**src/rtl/decode_stage.sv**
```systemverilog
// -----------------------------------------------------------------------------
// decode_stage
//   Instruction decode stage of a small 16-register pipeline.
//   It holds the register file, selects operands (with optional same-cycle
//   write-back forwarding), detects load-use hazards against the instruction
//   in EX, and registers everything into the ID/EX pipeline register.
//
//   Parameters
//     DATA_W     register / operand width (16..64)
//     WB_BYPASS  1 = forward same-cycle write-back data to the read ports
//
//   Ports
//     clk, rst                         clock, async active-high reset
//     in_valid, in_instr               fetched instruction {op,rd,rs,rt}
//     flush                            discard the instruction in decode
//     ex_mem_read, ex_dst              load in EX and its destination
//     wb_we, wb_dst, wb_data           register-file write port
//     stall                            fetch must hold PC / in_instr
//     out_valid                        ID/EX holds a real instruction
//     out_opcode, out_dst              registered opcode / destination
//     out_src1, out_src2               registered operand data
//     out_we, out_mem_read,
//     out_mem_write, out_hlt           registered control
//     halted                           FSM state (1 = HALTED)
//
//   Flow control: an instruction presented with in_valid=1 is consumed on a
//   rising edge only when stall=0; while stall=1 fetch keeps in_instr
//   unchanged and the ID/EX register receives a bubble. flush overrides a
//   hazard stall and turns the current instruction into a bubble.
//
//   The FSM is one bit wide, so its state is exported directly on halted.
// -----------------------------------------------------------------------------
module decode_stage #(
  parameter int DATA_W    = 16,
  parameter int WB_BYPASS = 1
) (
  input  logic              clk,
  input  logic              rst,
  input  logic              in_valid,
  input  logic [15:0]       in_instr,
  input  logic              flush,
  input  logic              ex_mem_read,
  input  logic [3:0]        ex_dst,
  input  logic              wb_we,
  input  logic [3:0]        wb_dst,
  input  logic [DATA_W-1:0] wb_data,
  output logic              stall,
  output logic              out_valid,
  output logic [3:0]        out_opcode,
  output logic [3:0]        out_dst,
  output logic [DATA_W-1:0] out_src1,
  output logic [DATA_W-1:0] out_src2,
  output logic              out_we,
  output logic              out_mem_read,
  output logic              out_mem_write,
  output logic              out_hlt,
  output logic              halted
);

  localparam logic ST_RUN    = 1'b0;
  localparam logic ST_HALTED = 1'b1;

  localparam logic [3:0] OP_LW  = 4'h8;
  localparam logic [3:0] OP_SW  = 4'h9;
  localparam logic [3:0] OP_LLB = 4'hA;
  localparam logic [3:0] OP_LHB = 4'hB;
  localparam logic [3:0] OP_BR  = 4'hD;
  localparam logic [3:0] OP_PCS = 4'hE;
  localparam logic [3:0] OP_HLT = 4'hF;

  // ---------------------------------------------------------------------------
  // State
  // ---------------------------------------------------------------------------
  logic [DATA_W-1:0] regs_q [16];
  logic              state_q, state_d;

  logic              out_valid_q, out_we_q, out_mem_read_q, out_mem_write_q, out_hlt_q;
  logic [3:0]        out_opcode_q, out_dst_q;
  logic [DATA_W-1:0] out_src1_q, out_src2_q;

  // ---------------------------------------------------------------------------
  // Field extraction and source selection
  // ---------------------------------------------------------------------------
  logic [3:0] opcode, f_rd, f_rs, f_rt;
  logic [3:0] idx1, idx2;
  logic       use1, use2;
  logic       writes_rf;

  assign opcode = in_instr[15:12];
  assign f_rd   = in_instr[11:8];
  assign f_rs   = in_instr[7:4];
  assign f_rt   = in_instr[3:0];

  always_comb begin
    idx1 = 4'd0;
    idx2 = 4'd0;
    use1 = 1'b0;
    use2 = 1'b0;
    if (opcode[3] == 1'b0) begin
      // ALU group 0000-0111
      idx1 = f_rs; use1 = 1'b1;
      idx2 = f_rt; use2 = 1'b1;
    end else begin
      case (opcode)
        OP_LW:  begin idx1 = f_rs; use1 = 1'b1; end
        // Store data register sits in the rd field.
        OP_SW:  begin idx1 = f_rs; use1 = 1'b1; idx2 = f_rd; use2 = 1'b1; end
        // LLB/LHB modify half of rd, so rd's old value is an operand.
        OP_LLB, OP_LHB: begin idx1 = f_rd; use1 = 1'b1; end
        OP_BR:  begin idx1 = f_rs; use1 = 1'b1; end
        default: ;
      endcase
    end
  end

  assign writes_rf = (opcode <= OP_LW) || (opcode == OP_LLB) ||
                     (opcode == OP_LHB) || (opcode == OP_PCS);

  // ---------------------------------------------------------------------------
  // Register read ports. Unused sources read as zero.
  // ---------------------------------------------------------------------------
  logic [DATA_W-1:0] src1_data, src2_data;

  always_comb begin
    src1_data = '0;
    if (use1 && idx1 != 4'd0) begin
      if (WB_BYPASS != 0 && wb_we && wb_dst == idx1) src1_data = wb_data;
      else                                           src1_data = regs_q[idx1];
    end
  end

  always_comb begin
    src2_data = '0;
    if (use2 && idx2 != 4'd0) begin
      if (WB_BYPASS != 0 && wb_we && wb_dst == idx2) src2_data = wb_data;
      else                                           src2_data = regs_q[idx2];
    end
  end

  // ---------------------------------------------------------------------------
  // Hazard, issue and FSM
  // ---------------------------------------------------------------------------
  logic hazard, is_halted, issue;

  assign hazard = in_valid && ex_mem_read && (ex_dst != 4'd0) &&
                  ((use1 && idx1 == ex_dst) || (use2 && idx2 == ex_dst));

  assign is_halted = (state_q == ST_HALTED);

  // Only a valid, unflushed, hazard-free instruction in RUN reaches ID/EX.
  assign issue = !is_halted && in_valid && !flush && !hazard;

  // Gated with rst so fetch is never held while the pipeline is in reset.
  assign stall = !rst && (is_halted || (hazard && !flush));

  always_comb begin
    state_d = state_q;
    if (state_q == ST_RUN && issue && opcode == OP_HLT) state_d = ST_HALTED;
  end

  // ---------------------------------------------------------------------------
  // Register file: writes land in every state, stalled or not. R0 is never
  // written so it always reads zero.
  // ---------------------------------------------------------------------------
  always_ff @(posedge clk or posedge rst) begin
    if (rst) begin
      for (int i = 0; i < 16; i++) regs_q[i] <= '0;
    end else if (wb_we && wb_dst != 4'd0) begin
      regs_q[wb_dst] <= wb_data;
    end
  end

  // ---------------------------------------------------------------------------
  // ID/EX register. Data fields load unconditionally; on a bubble they are
  // don't-care and only valid/control are forced low.
  // ---------------------------------------------------------------------------
  always_ff @(posedge clk or posedge rst) begin
    if (rst) begin
      state_q         <= ST_RUN;
      out_valid_q     <= 1'b0;
      out_we_q        <= 1'b0;
      out_mem_read_q  <= 1'b0;
      out_mem_write_q <= 1'b0;
      out_hlt_q       <= 1'b0;
      out_opcode_q    <= 4'd0;
      out_dst_q       <= 4'd0;
      out_src1_q      <= '0;
      out_src2_q      <= '0;
    end else begin
      state_q         <= state_d;
      out_valid_q     <= issue;
      out_we_q        <= issue && writes_rf;
      out_mem_read_q  <= issue && (opcode == OP_LW);
      out_mem_write_q <= issue && (opcode == OP_SW);
      out_hlt_q       <= issue && (opcode == OP_HLT);
      out_opcode_q    <= opcode;
      out_dst_q       <= f_rd;
      out_src1_q      <= src1_data;
      out_src2_q      <= src2_data;
    end
  end

  assign out_valid     = out_valid_q;
  assign out_we        = out_we_q;
  assign out_mem_read  = out_mem_read_q;
  assign out_mem_write = out_mem_write_q;
  assign out_hlt       = out_hlt_q;
  assign out_opcode    = out_opcode_q;
  assign out_dst       = out_dst_q;
  assign out_src1      = out_src1_q;
  assign out_src2      = out_src2_q;
  assign halted        = is_halted;

endmodule
```
**config.mk**
```make
export PLATFORM = sky130hd
export DESIGN_NAME = decode_stage
export DESIGN_NICKNAME = d
export VERILOG_FILES = /design/src/rtl/decode_stage.sv
export SDC_FILE = /design/constraint.sdc
export NUM_CORES = 1
export LEC_CHECK = 0
export BUFFER_PORTS_ARGS = -buffer_cell sky130_fd_sc_hd__clkbuf_2
export CORE_ASPECT_RATIO = 1.4
export CORE_MARGIN = 2
export CORE_UTILIZATION = 35
export DETAILED_ROUTE_END_ITERATION = 12
export GPL_ROUTABILITY_DRIVEN = 0
export PLACE_DENSITY_LB_ADDON = 0.25
export SLEW_MARGIN = 20
export SYNTH_ARGS = -nofsm -noshare
export SYNTH_HDL_FRONTEND = slang
export SYNTH_SLANG_ARGS = --single-unit
export TNS_END_PERCENT = 5
```
**constraint.sdc**
```tcl
create_clock -name clk -period 15.7 [get_ports clk]
set_input_delay 0.785 -clock clk [delete_from_list [all_inputs] [get_ports clk]]
set_output_delay 0.785 -clock clk [all_outputs]
set_load 0.01 [all_outputs]
```
==> results of run 1 <==
-- where the power goes --
| group | switching [mW] | total, mW | leakage [nW] | internal [mW] |
|---|---|---|---|---|
| registers | 0.132 | 1.07 | 3.76 | 0.941 |
| logic | 0.250 | 0.476 | 3.42 | 0.225 |
| clock network | 0.323 | 0.810 | 0.556 | 0.486 |
| total | 0.706 | 2.36 | 7.73 | 1.65 |
-- layout by cell type, fill, tap and decap left out, types with 27 or more instances in the layout --
master,synthesis,layout
clkbuf_2,0,92
o22ai_1,33,33
dfrtp_1,302,302
mux2i_1,98,98
nand3_1,65,64
clkbuf_16,0,37
mux2_2,240,240
nand2_1,273,273
a32oi_1,31,31
buf_4,12,27
a221oi_1,31,31
a21oi_1,67,67
-- worst register-to-register path: cells and delay by family (launching register included) --
kind	cells	cell delay [ps]
AO/OA/AOI/OAI	4	1130
flip-flops	1	380
AND/OR/NAND/NOR	1	110
-- flip-flops by register name, summed over array words and instances, names as in the netlist --
name           flops
out_src1          16
out_mem_read       1
out_mem_write      1
out_dst            4
halted             1
out_hlt            1
out_we             1
regs_q           256
out_opcode         4
out_valid          1
out_src2          16
-- layout make-up --
cell class              count  area [µm²]
inverters                   4       22.52
fillers                  4315       27010
multi-input cells        1057        7651
repair buffers            122       709.4
clock inverters             9       97.59
flip-flops and latches    302        7557
clock buffers              47        1023
well taps                 564       705.7
-- layer usage --
layer  share of wire (%)  vias to the layer above
met4                 6.6                        0
met3                 5.2                      161
met1                  40                     6271
met5                   0                        -
li1                    -                     5439
met2                  48                      527
-- cells by family after synthesis --
group | Yosys count | share of synthesized area [%]
DFF | 302 | 47.93
xor gates and xnor gates | 13 | 0.7221
adders and majority gates | 1 | 0.06348
AOI/OAI and AO/OA | 241 | 10.59
muxes | 338 | 23.36
buffers and inverters | 143 | 4.197
and+or+nand+nor | 464 | 13.14
-- through the flow --
| step | utilization (%) | instances | hold slack [ps] |
|---|---|---|---|
| 2_1_floorplan | - | 1502 | 448.8 |
| 5_1_grt | 39.68 | 2105 | 363.8 |
| 6_report | 39.68 | 2105 | 339.0 |
| 3_3_place_gp | 37.07 | 2047 | 387.1 |
| 3_5_place_dp | 37.16 | 2049 | 388.1 |
| 4_1_cts | 39.67 | 2105 | 370.0 |
-- worst max path at each step --
stage / start / endpoint / slack (ps) / depth (start not counted)
floorplan: rst / halted / 6550 / 1
global placement: in_instr[15] / out_src1[15] / 10660 / 6
detailed placement: in_instr[15] / out_src1[12] / 11380 / 8
CTS: in_instr[13] / stall / 11680 / 9
global route: in_instr[15] / stall / 11460 / 10
finish: in_instr[15] / stall / 11690 / 9
==> reports/results.ini, run 1 <==
[global_routing]
gr-total-overflow = 0
grt_util_met3_pct = 2.760
antenna_found_initial = 0
grt_max_degree = 155
busiest_layer = met2
use_met2_pct = 37.64
grt_usage_pct = 22.31
grt_pass1_vias = 12583
grt_first_pass_wirelength_mm = 78.60
met1_usage_pct = 27.09

[synthesis]
ys_ff_latch = 302
synth-edff-count = 0
ys_types = 62
synth_flop_cell = dfrtp_1
yosysWarnings = 0
synth_cells = 1502
netlist_top_cells_count = 302 x dfrtp_1, 273 x nand2_1, 240 x mux2_2
async_reset_ff_share_pct = 100.0
yosysMostFrequentCell = dfrtp_1
synth_top_cell_by_area = dfrtp_1
seq_area_frac_synth_pct = 47.93
syn-num-nets = 1548
yosys-top-cells-area = dfrtp_1 48%, mux2_2 17%, nand2_1 6.5%
avgSynthCellArea_um2 = 10.50
synth_area_um2 = 15770
synth_top_cell_area_share_pct = 47.93

[timing]
hold_viol_final = 0
fin_skew_ps = 24.46
tightest_slew_ps = 1180
rsz0062_at_grt = false
finalCritPeriodShare_pct = 25.56
finalSetupViolCount = 0
timing.fmax_mhz = 249.2
finalMaxSlewViolations = 0
fin_tns_setup_ps = 0
worst_slack_ps = 11690
slew-limit-headroom_pct = 21.34
layout_min_cycle_time_ps = 4012

[floorplan]
coreArea_um2 = 44780
io_pins = 93
dieWidth_um = 183.4
die_y_um = 255.1
row_count = 92
dieArea_um2 = 46790
start_util_pct = 35.22

[clock_tree]
cts.repair.resized = 0
cts_tree = built
clk_pin_slew_ps = 60
clock-sinks = 302
cts_hold_buf = 0
root_buffer = clkbuf_16
cts_made_buffers = 34
clock_latency_ps = 530
cts_setup_buffers = 0
h-tree-depth = 2
clock_path_buffers = 3

[finish]
n_antenna_cell = 0
area_delta_synth_final_pct = 12.67
design_area_um2 = 17770
drive_gt1_share_pct = 29.20
nets = 1567

[setup_path]
worstPathArrival_ps = 3230
crit_path_end_kind = output pin
rr_worst_depth = 5
max_stage_delay_ps = 780
crit_type = primary input to output pin
cp.required_ps = 14910
worst-path-max-fanout = 24
crit_buf_inv = 2
rrSetupSlack_ps = 14010
startpoint_type = primary input
rr_endpoint = out_src2[14]
worst_path_max_delay_cell = a21boi_4
r2r_start = regs_q[190]
cpMostUsedCell = clkbuf_2
cp_top_family = compound AO/OA/AOI/OAI gates
path_cells = clkbuf_2 > nand3b_2 > a21boi_4 > o221ai_1 > nor4_1 > a41oi_1 > nor3_1 > o21a_1 > clkbuf_2

[detailed_routing]
wirelength_mm = 51.96
wl_per_cell_um = 24.68
post-route-drc-count = 0
drtPass1Iterations = 5
vias_per_cell = 5.890
vias = 12398
drtIter0Drc = 1210
antenna_left = 0

[run]
cap_violations = 0

[placed_design]
post_dp_cell_area_um2 = 16640
dp_slack_ps = 11380
dpl.hpwl_mm = 31.96
port_buffers = 92

[power_and_ir_drop]
ir_drop_v = 0.00006025
power.density_nw_per_um2 = 132.8
power_mw = 2.359
leakagePower_nw = 7.733

[min_path]
hold_path.class = primary input to asynchronous set/reset pin

[run_status]
status = complete, no violations

Power figures use the tool's default switching activity.
==> run 2: changes to the inputs <==
==> constraint.sdc (replaced) <==
create_clock -name clk -period 3.7 [get_ports clk]
set_input_delay 0.185 -clock clk [delete_from_list [all_inputs] [get_ports clk]]
set_output_delay 0.185 -clock clk [all_outputs]
set_load 0.01 [all_outputs]
==> reports/results.ini, run 2 (synthesized netlist as in run 1, its figures left out) <==
[power_and_ir_drop]
ir_drop_v = 0.0002710  ; was 0.00006025 V
power_mw = 10.10  ; was 2.359 mW
leakagePower_nw = 7.871  ; was 7.733 nW
power.density_nw_per_um2 = 559.4  ; was 132.8 nW/µm²

[global_routing]
grt_max_degree = 81  ; was 155
grt_first_pass_wirelength_mm = 77.48  ; was 78.60 mm
antenna_found_initial = 0  ; unchanged
gr-total-overflow = 0  ; unchanged
grt_pass1_vias = 12686  ; was 12,583
grt_usage_pct = 21.91  ; was 22.31%

[clock_tree]
cts.repair.resized = 0  ; unchanged
root_buffer = clkbuf_16  ; unchanged
h-tree-depth = 2  ; unchanged
clock-sinks = 302  ; unchanged
clock_latency_ps = 550  ; was 530 ps
clk_pin_slew_ps = 50  ; was 60 ps
cts_made_buffers = 34  ; unchanged
clock_path_buffers = 3  ; unchanged
cts_tree = built  ; unchanged

[finish]
layout_commonest_cell = dfrtp_1  ; unchanged
post-route-util_pct = 40.30  ; was 39.68%
layout_common_cells = 302 x dfrtp_1, 273 x nand2_1, 240 x mux2_2  ; unchanged
area_delta_synth_final_pct = 14.44  ; was 12.67%
design_area_um2 = 18050  ; was 17,770 µm²
drive_gt1_share_pct = 29.63  ; was 29.20%
largest_reg_flops = 256  ; unchanged
regMostFlops = regs_q  ; unchanged
n_antenna_cell = 0  ; unchanged
nets = 1598  ; was 1,567

[setup_path]
worst-path-max-fanout = 74  ; was 24
worstPathArrival_ps = 2870  ; was 3230 ps
startpoint_type = primary input  ; unchanged
cp.required_ps = 3510  ; was 14,910 ps
crit_type = primary input to output pin  ; unchanged
crit_path_end_kind = output pin  ; unchanged

[detailed_routing]
vias_per_cell = 5.900  ; was 5.890
wirelength_mm = 51.45  ; was 51.96 mm
wl_per_cell_um = 24.04  ; was 24.68 µm
antenna_left = 0  ; unchanged
vias = 12626  ; was 12,398
post-route-drc-count = 0  ; unchanged
drtIter0Drc = 1086  ; was 1,210
drtPass1Iterations = 5  ; unchanged

[placed_design]
port_buffers = 92  ; unchanged
dpl.hpwl_mm = 32.52  ; was 31.96 mm
post_dp_cell_area_um2 = 16820  ; was 16,640 µm²

[timing]
fin_skew_ps = 29.48  ; was 24.46 ps
finalCritPeriodShare_pct = 82.65
layout_min_cycle_time_ps = 3058
finalMaxSlewViolations = 0  ; unchanged
rsz0062_at_grt = false  ; unchanged
timing.fmax_mhz = 327.0
slew-limit-headroom_pct = 26.75  ; was 21.34%
hold_viol_final = 0  ; unchanged
finalSetupViolCount = 0  ; unchanged
holdWs_ps = 70.42  ; was 339.0 ps
tightest_slew_ps = 1099  ; was 1180 ps

[min_path]
hold_path.class = primary input to flip-flop  ; was primary input to asynchronous set/reset pin

[floorplan]
start_util_pct = 35.22  ; unchanged
coreArea_um2 = 44780  ; unchanged
dieArea_um2 = 46790  ; unchanged
die_y_um = 255.1  ; unchanged
row_count = 92  ; unchanged
dieWidth_um = 183.4  ; unchanged
io_pins = 93  ; unchanged

[run_status]
status = complete, no violations  ; unchanged

[run]
cap_violations = 0  ; unchanged

run 2: cell types whose count changed in the layout (fill, tap and decap cells not counted), moves of 2 or more:
cell / change
clkbuf_1: +3
nor2_2: -4
clkbuf_16: -3
buf_12: +4
dlygate4sd3_1: +9
bufinv_16: +2
nor2_1: +5
inv_6: +2
buf_4: +20
clkinvlp_4: +2
run 2: cell type report:
| type | instances | area [µm²] |
|---|---|---|
| clock inverters | 14 | 193.9 |
| well taps | 564 | 705.7 |
| repair buffers | 153 | 1003 |
| multi-input cells | 1057 | 7621 |
| flip-flops and latches | 302 | 7557 |
| fillers | 4306 | 26730 |
| clock buffers | 46 | 945.9 |
| inverters | 4 | 18.77 |
run 2: path summary, 6_finish.rpt:
kind / start / cells after the start / to / slack, ps
min in group asynchronous: rst / 3 / regs_q[27] / 170
setup reg to reg: regs_q[190] / 5 / out_src2[14] / 1980
max in group asynchronous: rst / 4 / regs_q[64] / 2350
hold / removal: in_valid / 3 / out_hlt / 70
setup / recovery: in_instr[13] / 10 / stall / 640
hold reg to reg: regs_q[244] / 0 / regs_q[244] / 400
run 2: worst max-delay path: stages:
cell and delay, ps:
dlygate4sd3_1 530, clkbuf_2 210, or3b_1 560, o21ai_4 240
buf_12 300, xnor2_1 110, a41oi_1 270, nor3_1 70
o21a_1 170, clkbuf_2 120
run 2: report_power, final:
group / total (mW) / leakage [nW] / internal, mW / switching, mW
Sequential: 4.54 / 3.76 / 3.99 / 0.550
Combinational: 2.04 / 3.56 / 0.982 / 1.06
Clock: 3.51 / 0.556 / 2.08 / 1.43
Total: 10.1 / 7.87 / 7.06 / 3.04
run 2: per-layer routing:
metal,GRT usage (%),vias to the layer above,part of all wire [%]
met5,0,-,0
met4,12.69,0,5.7
met3,2.846,140,5.9
met2,36.55,548,48
met1,27.33,6427,41
li1,-,5511,-
run 2: what timing repair did:
| item | in CTS | in global routing |
|---|---|---|
| hold endpoints to repair | 14 | 0 |
| setup buffers | 0 | 0 |
| hold buffers | 9 | 0 |
| endpoints found under the setup margin | 0 | 0 |
run 2: per-stage QoR:
stage,TNS (ps),instances,setup WS (ps)
after CTS,0,2140,652.3
final,0,2140,641.9
after global routing,0,2140,374.4
after detailed placement,0,2071,552.8
after floorplan,-155350,1502,-1501
after global placement,0,2071,563.6
